[src/rtl/stage_queue_pkg.sv]
// Shared parameters for the inter-stage elastic queue.
// XLEN sets the default payload width of the core datapath.
package stage_queue_pkg;

  localparam int XLEN = 32;

  // Width of an occupancy counter that must represent 0..depth inclusive.
  function automatic int occ_width(input int depth);
    return $clog2(depth + 1);
  endfunction

endpackage

[src/rtl/stage_queue.sv]
// Elastic buffer between two pipeline stages using stall-polarity handshakes.
// Registered-state status outputs, one-cycle flush, no fall-through or bypass.
module stage_queue
  import stage_queue_pkg::*;
#(
  parameter int WIDTH = XLEN,
  parameter int DEPTH = 4,
  parameter int AFULL = DEPTH - 1
) (
  input  logic                        clk,
  input  logic                        rst,
  input  logic                        flush,
  input  logic [WIDTH-1:0]            in_data,
  input  logic                        prev_stalled,
  output logic                        stall_prev,
  output logic [WIDTH-1:0]            out_data,
  input  logic                        next_stalled,
  output logic                        stall_next,
  output logic [occ_width(DEPTH)-1:0] count,
  output logic                        almost_full
);

  localparam int PW = $clog2(DEPTH);
  localparam int CW = occ_width(DEPTH);

  logic [WIDTH-1:0] mem_q [DEPTH];
  logic [PW-1:0]    wr_ptr_q, wr_ptr_d;
  logic [PW-1:0]    rd_ptr_q, rd_ptr_d;
  logic [CW-1:0]    count_q, count_d;
  logic             almost_full_q, almost_full_d;
  logic             push, pop;

  assign stall_prev  = (count_q == CW'(DEPTH));
  assign stall_next  = (count_q == '0);
  assign push        = !prev_stalled && !stall_prev;
  assign pop         = !next_stalled && !stall_next;
  assign out_data    = mem_q[rd_ptr_q];
  assign count       = count_q;
  assign almost_full = almost_full_q;

  always_comb begin
    wr_ptr_d = wr_ptr_q;
    rd_ptr_d = rd_ptr_q;
    count_d  = count_q;
    if (flush) begin
      wr_ptr_d = '0;
      rd_ptr_d = '0;
      count_d  = '0;
    end else begin
      if (push) wr_ptr_d = wr_ptr_q + PW'(1);
      if (pop)  rd_ptr_d = rd_ptr_q + PW'(1);
      case ({push, pop})
        2'b10:   count_d = count_q + CW'(1);
        2'b01:   count_d = count_q - CW'(1);
        default: count_d = count_q;
      endcase
    end
    almost_full_d = (count_d >= CW'(AFULL));
  end

  always_ff @(posedge clk or negedge rst) begin
    if (!rst) begin
      wr_ptr_q      <= '0;
      rd_ptr_q      <= '0;
      count_q       <= '0;
      almost_full_q <= 1'b0;
    end else begin
      wr_ptr_q      <= wr_ptr_d;
      rd_ptr_q      <= rd_ptr_d;
      count_q       <= count_d;
      almost_full_q <= almost_full_d;
    end
  end

  // Storage is deliberately unreset so it maps onto LUTRAM with async read.
  always_ff @(posedge clk) begin
    if (push && !flush) mem_q[wr_ptr_q] <= in_data;
  end

  a_no_push_full: assert property (@(posedge clk) disable iff (!rst) push |-> !stall_prev);
  a_no_pop_empty: assert property (@(posedge clk) disable iff (!rst) pop |-> !stall_next);
  a_count_range:  assert property (@(posedge clk) disable iff (!rst) count_q <= CW'(DEPTH));

endmodule

[config.mk]
export PLATFORM = sky130hd
export DESIGN_NAME = stage_queue
export DESIGN_NICKNAME = d
export VERILOG_FILES = /design/src/rtl/stage_queue_pkg.sv /design/src/rtl/stage_queue.sv
export SDC_FILE = /design/constraint.sdc
export NUM_CORES = 1
export LEC_CHECK = 0
export CELL_PAD_IN_SITES_DETAIL_PLACEMENT = 1
export CELL_PAD_IN_SITES_GLOBAL_PLACEMENT = 2
export CORE_MARGIN = 4
export CORE_UTILIZATION = 48
export DETAILED_ROUTE_END_ITERATION = 8
export DONT_BUFFER_PORTS = 1
export GPL_TIMING_DRIVEN = 0
export PLACE_DENSITY = 0.77
export SYNTH_ARGS = -nofsm -noshare
export SYNTH_HDL_FRONTEND = slang
export SYNTH_SLANG_ARGS = --single-unit
[constraint.sdc]
create_clock -name clk -period 2.4 [get_ports clk]
set_input_delay 0.36 -clock clk [delete_from_list [all_inputs] [get_ports clk]]
set_output_delay 0.36 -clock clk [all_outputs]
set_load 0.05 [all_outputs]
==> run metrics <==
status finished, violations left; violated checks setup timing; CTS buffer count 17; IO Pins 75; die height 112 um; design area 0.00631 mm2; Post-route DRC 0; switch share 32.0%; worst hold path type primary input to flop; crit path launch type flop; Final min period 2.61 ns; post-synthesis area per instance 23.3 um2; #FFs+latches synth 136; largest net degree at the start of global routing 33; starting density of the core 49.5%; PortBufs 0; Antenna Violating Nets Remaining 0; hpwl dp 5960 um; max_slew headroom 52.3%; Post-Route WL 9740 um; Die X 112 um; clk_lat worst skew 0.50 ns; Pint 4770 uW; die area 0.0125 mm2; final hold violation count 0; Switch Pwr 2240 uW; Root Buffer clkbuf_8; max cap viols 0; placed inst area 0.00540 mm2; clk buf depth 2; routability cong. 0.643; slack of the critical path -0.207 ns; Core ar. 0.0104 mm2; Slew Limit Fails 0; Power Total 7010 uW; fin crit share 109%; worst-margin pin slew 0.715 ns; Synth Instances 221; crit end category flop; Detailed Routing Iterations Pass 1 4; CTS tree yes; Via-to-Cell Ratio 5.50; Syn-to-layout area delta 22.3%; ANT cells 0; via count 2325; Setup Skew 0.00684 ns; # rows 37; first-pass GRT wire length 15400 um; vias in the first global route 2667; Synth cell types 29; clock-pin slew on the worst setup and hold paths 0.06 ns; VDD IR-drop max 0.783 mV; fmax 0.384 GHz; Min Hold Slack 0.0279 ns; Hold Startpoint flush; Leak 0.00206 uW; initial antenna violation count 0; H-tree depth 4; Cell Area, Synth 0.00516 mm2; layout cells sized above 1 29.6%; power per cell area 1110 mW/mm2; type of the worst setup path flop to flop; unrepaired setup endpoints after global routing true; DP Cell Count 359; post-synthesis sequential area ratio 78.4%; WP data arrival 3.02 ns; Crit path largest cell delay 0.62 ns; Synthesized Nets 264; CP max stage cell nor3_4; Worst EP required 2.82 ns; origin of the worst setup path count[2]$_DFF_PN0_; Flop pwr share 42.0%; R2R Path Start count[2]$_DFF_PN0_; Post-Route Utilization 60.6%; fin cells 423; Setup-failing EPs final 2; Clk network pwr share 33.2%; number of synthesis warnings 0; CTS sink cnt 136; violation count after the first detailed-route iteration 120; remaining global-route overflow 0; critical path, cell by cell nor3_4 > nor2_1 > ha_2 > fa_2 > xnor2_2 > or4_4 > o211ai_1; Total GRT Usage 16.7%; Post-layout nets 320; wire per inst 23.0 um; Gate power share 24.8%; highest net fanout along the worst path 6; fillers 866
-- routing by layer --
metal | up-vias | wire [um] | track usage, %
met1 | 1238 | 4000 | 20.4
li1 | 1028 | - | -
met3 | 7 | 392 | 4.89
met5 | - | 0 | 0
met4 | 0 | 89 | 5.60
met2 | 52 | 5250 | 28.7
-- cells in the final DEF (no fill, tap or decap), types with 2 or more instances in the layout --
master and count:
edfxtp_1 128, dlygate4sd3_1 33, mux4_2 32, clkbuf_16 16, nor2_1 5, dfrtp_1 5, buf_6 4, buf_4 4
and2_4 4, ha_1 4, clkinv_2 4, inv_1 3, o21ai_0 3, clkinvlp_4 3, clkbuf_1 2, nor2b_1 2
nand2_1 2, or3_1 2, a21oi_1 2, clkinv_1 2, bufinv_16 2, dfrtp_4 2
-- worst max-delay path, delay by kind of cell (launching register included) --
family / cells / cell delay (ns)
and+or+nand+nor: 3 / 1.14
adders and majority gates: 2 / 0.56
xor gates and xnor gates: 1 / 0.14
DFF: 1 / 0.58
AOI/OAI and AO/OA: 1 / 0.10
-- cells by family (layout without fill, tap and decap cells) --
kind of cell               after synthesis  after routing  synth area share, %
buffers and inverters                   12             78                 1.53
adders and majority gates                6              6                 1.60
xor gates and xnor gates                 2              2                0.340
and+or+nand+nor                         22             22                 2.67
muxes                                   34             34                 14.4
AOI/OAI and AO/OA                        9              9                 1.07
DFF                                    136            136                 78.4
-- metrics by stage --
step | setup WS, ns | setup TNS, ns
after floorplan | -0.0977 | -0.166
after global placement | -0.682 | -84.78
after CTS | -0.240 | -0.512
after detailed placement | -0.242 | -3.27
final | -0.207 | -0.365
after global routing | -0.322 | -0.696
-- synthesized netlist by cell type --
master    number  area (um2)
edfxtp_1     128        3840
mux4_2        32         721
dfrtp_1        8         200
nor2_1         6        22.5
ha_1           5        62.6
and2_1         4        25.0
buf_6          4        45.0
buf_2          3        15.0
inv_1          3        11.3
o21ai_0        3        15.0
a21oi_1        2        10.0
clkbuf_1       2        7.51
nand2_1        2        7.51
nor2b_1        2        12.5
nor3b_2        2        25.0
or3_1          2        12.5
a21o_1         1        7.51
a22oi_1        1        7.51
fa_1           1        20.0
mux2_1         1        11.3
mux2i_1        1        10.0
nor3_1         1        5.00
nor3_2         1        10.0
o211ai_1       1        7.51
o31ai_1        1        7.51
or4_1          1        7.51
or4b_1         1        10.0
xnor2_1        1        8.76
xor2_1         1        8.76
-- worst paths after layout --
check	endpoint	slack [ns]	cells past startpoint
hold reg to reg	wr_ptr_q[0]$_DFFE_PN0P_	0.61	2
setup / recovery	almost_full$_DFF_PN0_	-0.21	7
min in group asynchronous	count[1]$_DFF_PN0_	0.22	1
hold / removal	count[2]$_DFF_PN0_	0.03	2
max in group asynchronous	count[2]$_DFF_PN0_	1.87	1
setup reg to reg	almost_full$_DFF_PN0_	-0.21	7
-- registers in the layout, indices dropped and copies added (netlist names) --
register / cells
almost_full: 1
count: 3
rd_ptr_q: 2
mem_q: 128
wr_ptr_q: 2
-- layout make-up --
cell class	instances	area, um2	share of cell area, %
well taps	136	170	2.70
inverters	3	11.3	0.179
plain buffers	8	68.8	1.09
clock buffers	18	418	6.63
repair buffers	38	400	6.35
clock inverters	11	110	1.75
flip-flops and latches	136	4050	64.3
multi-input cells	73	1080	17.1
-- power groups by stage --
stage / clock (uW) / sequential [uW] / combinational [uW]
2_1_floorplan: 0 / 2960 / 1450
3_3_place_gp: 0 / 2980 / 1620
3_5_place_dp: 0 / 2990 / 1660
4_1_cts: 2370 / 2940 / 1770
5_1_grt: 2510 / 2960 / 1850
6_report: 2330 / 2940 / 1740
-- repair_timing --
action / 4_1_cts / 5_1_grt
endpoints found under the hold margin: 136 / 0
hold buffers: 33 / 0
resized for setup: 5 / 5
setup endpoints to repair: 95 / 45
pin swaps: 1 / 1
setup buffers: 2 / 1
Note: power is estimated with default switching activity, not from simulation.
